$ cat config.mk
export PLATFORM = sky130hd
export DESIGN_NAME = vid_pack_zbt
export DESIGN_NICKNAME = d
export VERILOG_FILES = /design/src/rtl/video_pkg.sv /design/src/rtl/vid_wr_fifo.sv /design/src/rtl/vid_pack_zbt.sv
export SDC_FILE = /design/constraint.sdc
export NUM_CORES = 1
export LEC_CHECK = 0
export CORE_ASPECT_RATIO = 1.25
export CORE_UTILIZATION = 35
export CTS_BUF_LIST = sky130_fd_sc_hd__clkbuf_16
export DETAILED_ROUTE_END_ITERATION = 8
export DONT_BUFFER_PORTS = 1
export GPL_TIMING_DRIVEN = 0
export PLACE_DENSITY = 0.55
export SLEW_MARGIN = 20
export SYNTH_ARGS = -nofsm -noshare
export SYNTH_HDL_FRONTEND = slang
export SYNTH_SLANG_ARGS = --single-unit
$ cat constraint.sdc
create_clock -name clk -period 7.12 [get_ports clk]
set_clock_uncertainty 0.2 [all_clocks]
set_input_delay 1.424 -clock clk [delete_from_list [all_inputs] [get_ports clk]]
set_output_delay 1.424 -clock clk [all_outputs]
set_load 0.01 [all_outputs]
$ cat src/rtl/video_pkg.sv
// Shared video helpers: log2 for sizing, default active-window origin and
// the pixel lane bit-slice position within a packed memory word.
package video_pkg;

    localparam int DEF_COL_START = 30;
    localparam int DEF_ROW_START = 30;

    function automatic int clog2(input int v);
        int r;
        r = 0;
        while ((1 << r) < v) r++;
        return r;
    endfunction

    // Lane 0 sits in the MSBs so the leftmost pixel is first in the word.
    function automatic int lane_msb(input int k, input int pix_w, input int word_w);
        return word_w - 1 - k * pix_w;
    endfunction

endpackage

$ cat src/rtl/vid_wr_fifo.sv
// Synchronous FIFO with registered head data; DEPTH entries including the head.
// Latency: a push into an empty FIFO is visible at the outputs after the writing edge.
// Backpressure: push while full is refused unless a pop happens in the same cycle.
module vid_wr_fifo
    import video_pkg::*;
#(
    parameter int W     = 55,
    parameter int DEPTH = 4
) (
    input  logic         clk,
    input  logic         rst,
    input  logic         push,
    input  logic [W-1:0] din,
    input  logic         pop,
    output logic [W-1:0] dout,
    output logic         full,
    output logic         empty
);
    localparam int PW = (clog2(DEPTH) < 1) ? 1 : clog2(DEPTH);
    localparam int CW = clog2(DEPTH) + 1;

    logic [W-1:0]  mem [DEPTH];
    logic [PW-1:0] rd_ptr, wr_ptr, rd_ptr_n;
    logic [CW-1:0] count, count_n;
    logic          push_ok, pop_ok;

    assign full    = (count == CW'(DEPTH));
    assign empty   = (count == '0);
    assign pop_ok  = pop && !empty;
    assign push_ok = push && (!full || pop_ok);

    always_comb begin
        rd_ptr_n = pop_ok ? rd_ptr + PW'(1) : rd_ptr;
        count_n  = count;
        case ({push_ok, pop_ok})
            2'b10:   count_n = count + CW'(1);
            2'b01:   count_n = count - CW'(1);
            default: count_n = count;
        endcase
    end

    always_ff @(posedge clk) begin
        if (push_ok) mem[wr_ptr] <= din;
    end

    // The head register is loaded from the slot that becomes the head; when the
    // FIFO drains to empty and refills in one step that slot is the one being written.
    always_ff @(posedge clk or posedge rst) begin
        if (rst) begin
            rd_ptr <= '0;
            wr_ptr <= '0;
            count  <= '0;
            dout   <= '0;
        end else begin
            rd_ptr <= rd_ptr_n;
            count  <= count_n;
            if (push_ok) wr_ptr <= wr_ptr + PW'(1);
            if (count_n != '0)
                dout <= (push_ok && (wr_ptr == rd_ptr_n)) ? din : mem[rd_ptr_n];
        end
    end

endmodule

$ cat src/rtl/vid_pack_zbt.sv
// Packs windowed pixels into ZBT words (lane 0 in MSBs); VID_PACK_TESTPAT_EN swaps in a coordinate pattern.
// Latency: committing pixel accepted at edge E, FIFO entry written at E+1, wr_valid visible after E+1.
// Backpressure: wr_ready stalls the FIFO head; a commit into a full FIFO without a pop is dropped and counted.
module vid_pack_zbt
    import video_pkg::*;
#(
    parameter int PIX_W        = 18,
    parameter int PIX_PER_WORD = 2,
    parameter int WORD_W       = 36,
    parameter int X_W          = 10,
    parameter int Y_W          = 9,
    parameter int ADDR_W       = 19,
    parameter int COL_START    = DEF_COL_START,
    parameter int ROW_START    = DEF_ROW_START,
    parameter int FIFO_DEPTH   = 4
) (
    input  logic              clk,
    input  logic              rst,
    input  logic              pix_valid,
    input  logic [PIX_W-1:0]  pix_data,
    input  logic [X_W-1:0]    pix_x,
    input  logic [X_W-1:0]    pix_y,
    input  logic              pix_field,
    input  logic              pix_eol,
    input  logic              frame_start,
    output logic              wr_valid,
    input  logic              wr_ready,
    output logic [ADDR_W-1:0] wr_addr,
    output logic [WORD_W-1:0] wr_data,
    output logic              overflow,
    output logic [15:0]       drop_count
);
    localparam int LOG2   = clog2(PIX_PER_WORD);
    localparam int WIDX_W = X_W - LOG2;
    localparam logic [X_W-1:0] COL_S     = X_W'(COL_START);
    localparam logic [X_W-1:0] ROW_S     = X_W'(ROW_START);
    localparam logic [X_W-1:0] LANE_MSK  = X_W'(PIX_PER_WORD - 1);

    logic              acc, same, flush, px_commit, pop, drop, fifo_full, fifo_empty;
    logic [X_W-1:0]    xr, lane;
    logic [Y_W-1:0]    yr;
    logic [WIDX_W-1:0] widx;
    logic [ADDR_W-1:0] addr_new;
    logic [PIX_W-1:0]  pix_sel;
    logic [WORD_W-1:0] px_data;

    logic              ow_vld, ow_done, cm_vld;
    logic              ow_vld_n, ow_done_n, cm_vld_n;
    logic [ADDR_W-1:0] ow_addr, ow_addr_n, cm_addr, cm_addr_n;
    logic [WORD_W-1:0] ow_data, ow_data_n, cm_data, cm_data_n;

    assign acc      = pix_valid && (pix_x >= COL_S) && (pix_y >= ROW_S);
    assign xr       = pix_x - COL_S;
    assign yr       = Y_W'(pix_y - ROW_S);
    assign lane     = xr & LANE_MSK;
    assign widx     = WIDX_W'(xr >> LOG2);
    assign addr_new = {yr, pix_field, widx};

`ifdef VID_PACK_TESTPAT_EN
    logic [17:0] tp;
    assign tp      = {xr[5:0], yr[5:0], pix_field, 5'b0};
    assign pix_sel = PIX_W'(tp);
`else
    assign pix_sel = pix_data;
`endif

    // ow_done marks a complete word parked behind a flush that took the commit slot.
    assign same      = ow_vld && !ow_done && !frame_start && (ow_addr == addr_new);
    assign flush     = ow_vld && !frame_start && (ow_done || (acc && !same));
    assign px_commit = acc && ((lane == LANE_MSK) || pix_eol);

    always_comb begin
        px_data = same ? ow_data : '0;
        for (int k = 0; k < PIX_PER_WORD; k++)
            if (lane == X_W'(k)) px_data[lane_msb(k, PIX_W, WORD_W) -: PIX_W] = pix_sel;
    end

    always_comb begin
        ow_vld_n  = ow_vld;
        ow_done_n = ow_done;
        ow_addr_n = ow_addr;
        ow_data_n = ow_data;
        cm_vld_n  = 1'b0;
        cm_addr_n = cm_addr;
        cm_data_n = cm_data;
        if (frame_start) begin
            ow_vld_n  = 1'b0;
            ow_done_n = 1'b0;
        end
        if (flush) begin
            cm_vld_n  = 1'b1;
            cm_addr_n = ow_addr;
            cm_data_n = ow_data;
            ow_vld_n  = 1'b0;
            ow_done_n = 1'b0;
        end
        if (acc) begin
            if (px_commit && !flush) begin
                cm_vld_n  = 1'b1;
                cm_addr_n = addr_new;
                cm_data_n = px_data;
                ow_vld_n  = 1'b0;
                ow_done_n = 1'b0;
            end else begin
                ow_vld_n  = 1'b1;
                ow_done_n = px_commit;
                ow_addr_n = addr_new;
                ow_data_n = px_data;
            end
        end
    end

    always_ff @(posedge clk or posedge rst) begin
        if (rst) begin
            ow_vld  <= 1'b0;
            ow_done <= 1'b0;
            ow_addr <= '0;
            ow_data <= '0;
            cm_vld  <= 1'b0;
            cm_addr <= '0;
            cm_data <= '0;
        end else begin
            ow_vld  <= ow_vld_n;
            ow_done <= ow_done_n;
            ow_addr <= ow_addr_n;
            ow_data <= ow_data_n;
            cm_vld  <= cm_vld_n;
            cm_addr <= cm_addr_n;
            cm_data <= cm_data_n;
        end
    end

    assign wr_valid = !fifo_empty;
    assign pop      = wr_valid && wr_ready;
    assign drop     = cm_vld && fifo_full && !pop;

    always_ff @(posedge clk or posedge rst) begin
        if (rst) begin
            overflow   <= 1'b0;
            drop_count <= '0;
        end else begin
            if (drop) overflow <= 1'b1;
            if (frame_start)
                drop_count <= '0;
            else if (drop && (drop_count != 16'hFFFF))
                drop_count <= drop_count + 16'd1;
        end
    end

    vid_wr_fifo #(
        .W     (ADDR_W + WORD_W),
        .DEPTH (FIFO_DEPTH)
    ) u_fifo (
        .clk   (clk),
        .rst   (rst),
        .push  (cm_vld),
        .din   ({cm_addr, cm_data}),
        .pop   (pop),
        .dout  ({wr_addr, wr_data}),
        .full  (fifo_full),
        .empty (fifo_empty)
    );

endmodule

==> flow_summary.json <==
{
  "status": "finished, final reports clean",
  "grt_max_degree": 88,
  "drc": 0,
  "design_area_um2": 19800,
  "register_area_um2": 11400,
  "antenna_found_initial": 0,
  "grtUsageTotal_pct": 17.0,
  "critPathMaxFanout": 10,
  "path_cells": "nor4b_1, nor2b_1, clkbuf_1, inv_1, ha_1, inv_1, fa_1, xor2_1, nor2_1, xor2_1, nor3_1, clkbuf_2, clkbuf_1, o21ai_0",
  "worst_r2r_path_depth": 14,
  "r2r-end": "u_fifo.dout[40]",
  "syn-cell-area_um2": 17500,
  "min_to": "cm_data[5]",
  "clk-insertion-delay-late_ns": 0.54,
  "ys.flop_type": "edfxtp_1",
  "drt_iter0_markers": 680,
  "cts_htree_levels": 2,
  "layout_common_cells": "edfxtp_1, dfrtp_1, nand2_1, o21ai_0, mux2i_1",
  "die_h_um": 252,
  "syn_inst": 1200,
  "fin_crit_ns": 4.51,
  "viasPerCell": 5.27,
  "fin_total_pwr_mw": 8.11,
  "cts_setup_buffers": 0,
  "crit_arrival_ns": 4.70,
  "final_antenna_net_count": 0,
  "clk_pin_slew_ns": 0.06,
  "io_buffers": 0,
  "post-route-period-util_pct": 63.4,
  "routedWlPerCell_um": 22.2,
  "vias": 10200,
  "grt_pass1_wl_um": 66000,
  "hold-path-cell-count": 1,
  "yosysSeqAreaShare_pct": 65.1,
  "power_leakage_nw": 7.68,
  "cts_root_buffer": "clkbuf_16",
  "dpl.hpwl_um": 29300,
  "critPathRequiredTime_ns": 7.30,
  "cap_violations": 0,
  "grt-ovfl-total": 0,
  "fillCellCount": 4617,
  "dr.pass1.iters": 4,
  "final_layout_size_suffix_gt1_share_pct": 14.0,
  "cp_slowest_cell": "clkbuf_1",
  "async_flop_share_pct": 46.6,
  "pre_cts_slack_ns": 1.96,
  "place_area_um2": 18500,
  "yosysUniqueCellTypes": 71,
  "die-area_um2": 51000,
  "final_nets": 1304,
  "die_w_um": 202,
  "tightest_slew_ns": 1.00,
  "setup_violations": 0,
  "hold_viol": 0,
  "multi_input_area_um2": 5690,
  "routabilityCongestion": 0.805,
  "synth-edff-count": 220,
  "cts-resized-gates": 0,
  "io_pins": 118,
  "critPathKind": "in2reg",
  "tritoncts": "yes",
  "fin_tns_setup_ns": 0,
  "synth_nets": 1254,
  "routed_wirelength_um": 42900,
  "r2r_setup_slack_ns": 2.99,
  "hp-class": "reg2reg",
  "cts_buffers": 42,
  "slowest_delay_ns": 0.56,
  "final_common_cell": "edfxtp_1",
  "max_freq_mhz": 222,
  "relSlewSlack_pct": 33.1,
  "cts_buffer_depth": 3,
  "core-area_um2": 49400,
  "post_synth.cell_area_avg_um2": 14.6,
  "cts_hold_buf": 0,
  "setup_slack_ns": 2.61,
  "synth_warnings": 0,
  "grt_pass1_vias": 10600,
  "hp-start": "ow_data[5]",
  "cts_sinks": 412,
  "syn_to_final_growth_pct": 13.0,
  "end_kind": "register",
  "rsz0062_at_grt": "no",
  "final-max-slew-violation-count": 0,
  "finalHoldWorstSlack_ns": 0.283,
  "r2r_start": "u_fifo.count[0]",
  "synth-seq-cells": 412,
  "vdd_ir_drop_max_mv": 0.154,
  "pwr_density_cell_nw_per_um2": 410,
  "start_util_pct": 35.5,
  "cp-start-kind": "primary input",
  "rows": 91
}
## worst max path at each step
stage,from,endpoint
final,wr_ready,u_fifo.dout[40]
after global routing,wr_ready,u_fifo.dout[41]
after CTS,wr_ready,u_fifo.dout[40]
after detailed placement,wr_ready,u_fifo.dout[42]
after global placement,rst,u_fifo.dout[43]
after floorplan,rst,cm_addr[0]
## cell families after synthesis
kind of cell / after synthesis / synth area share, %
flip-flops: 412 / 65.1
AND/OR/NAND/NOR: 253 / 7.03
AO/OA/AOI/OAI: 225 / 8.87
multiplexers: 147 / 12.8
buffers and inverters: 103 / 2.46
XOR/XNOR: 51 / 3.04
adder cells (fa/ha/maj): 9 / 0.686
## power breakdown
| group | switching, mW | internal, mW |
|---|---|---|
| Clock | 0.899 | 1.20 |
| Sequential | 0.430 | 3.16 |
| Combinational | 1.34 | 1.08 |
| Total | 2.67 | 5.44 |
## flip-flops by register name, summed over array words and instances (netlist names)
register and count:
overflow 1, u_fifo.dout 55, u_fifo.mem 220, cm_data 36, u_fifo.wr_ptr 2, ow_vld 1, u_fifo.rd_ptr 2, ow_data 36
ow_done 1, cm_vld 1, cm_addr 19, ow_addr 19, u_fifo.count 3, drop_count 16
## routing by layer
metal	up-vias	GRT usage, %	part of all wire, %
met3	42	3.35	5.2
met1	5291	21.6	42
met4	0	4.51	1.8
li1	4659	-	-
met2	215	29.5	51
met5	-	0	0
## cell type report
type / count / share of cell area (%)
multi-input combinational: 685 / 28.7
inverter: 27 / 0.550
timing repair buffer: 6 / 0.720
buffer: 76 / 1.67
tap: 651 / 4.11
sequential: 412 / 57.6
clock buffer: 43 / 5.43
clock inverter: 34 / 1.12
antenna: 1 / 0.0126
## critical path: cells and delay by family
family / cells / cell delay (ns)
buf+inv: 5 / 1.45
simple gates: 4 / 0.74
fa+ha+maj: 2 / 0.56
xor+xnor: 2 / 0.31
compound gates: 1 / 0.20
## synthesized netlist by cell type (all sizes together) (8+ instances only)
| master | count | area, µm² |
|---|---|---|
| mux2i | 57 | 571 |
| nor3 | 22 | 110 |
| nor2 | 26 | 100 |
| and3 | 19 | 119 |
| xnor2 | 20 | 175 |
| o2bb2ai | 36 | 315 |
| inv | 27 | 101 |
| edfxtp | 220 | 6610 |
| clkbuf | 50 | 189 |
| nand2 | 127 | 477 |
| nand3 | 12 | 70.1 |
| buf | 26 | 140 |
| a21oi | 35 | 175 |
| o41ai | 18 | 158 |
| ha | 8 | 100 |
| xor2 | 25 | 219 |
| dfrtp | 192 | 4800 |
| o21ai | 87 | 435 |
| mux4 | 55 | 1240 |
| a32o | 18 | 180 |
| mux2 | 35 | 432 |
## metrics by stage
stage                     instances  utilization, %
final                          1935            40.1
after global routing           1934            40.1
after CTS                      1934            40.1
after detailed placement       1857            37.4
after global placement         1851            37.1
after floorplan                1200               -
Power figures use the tool's default switching activity.
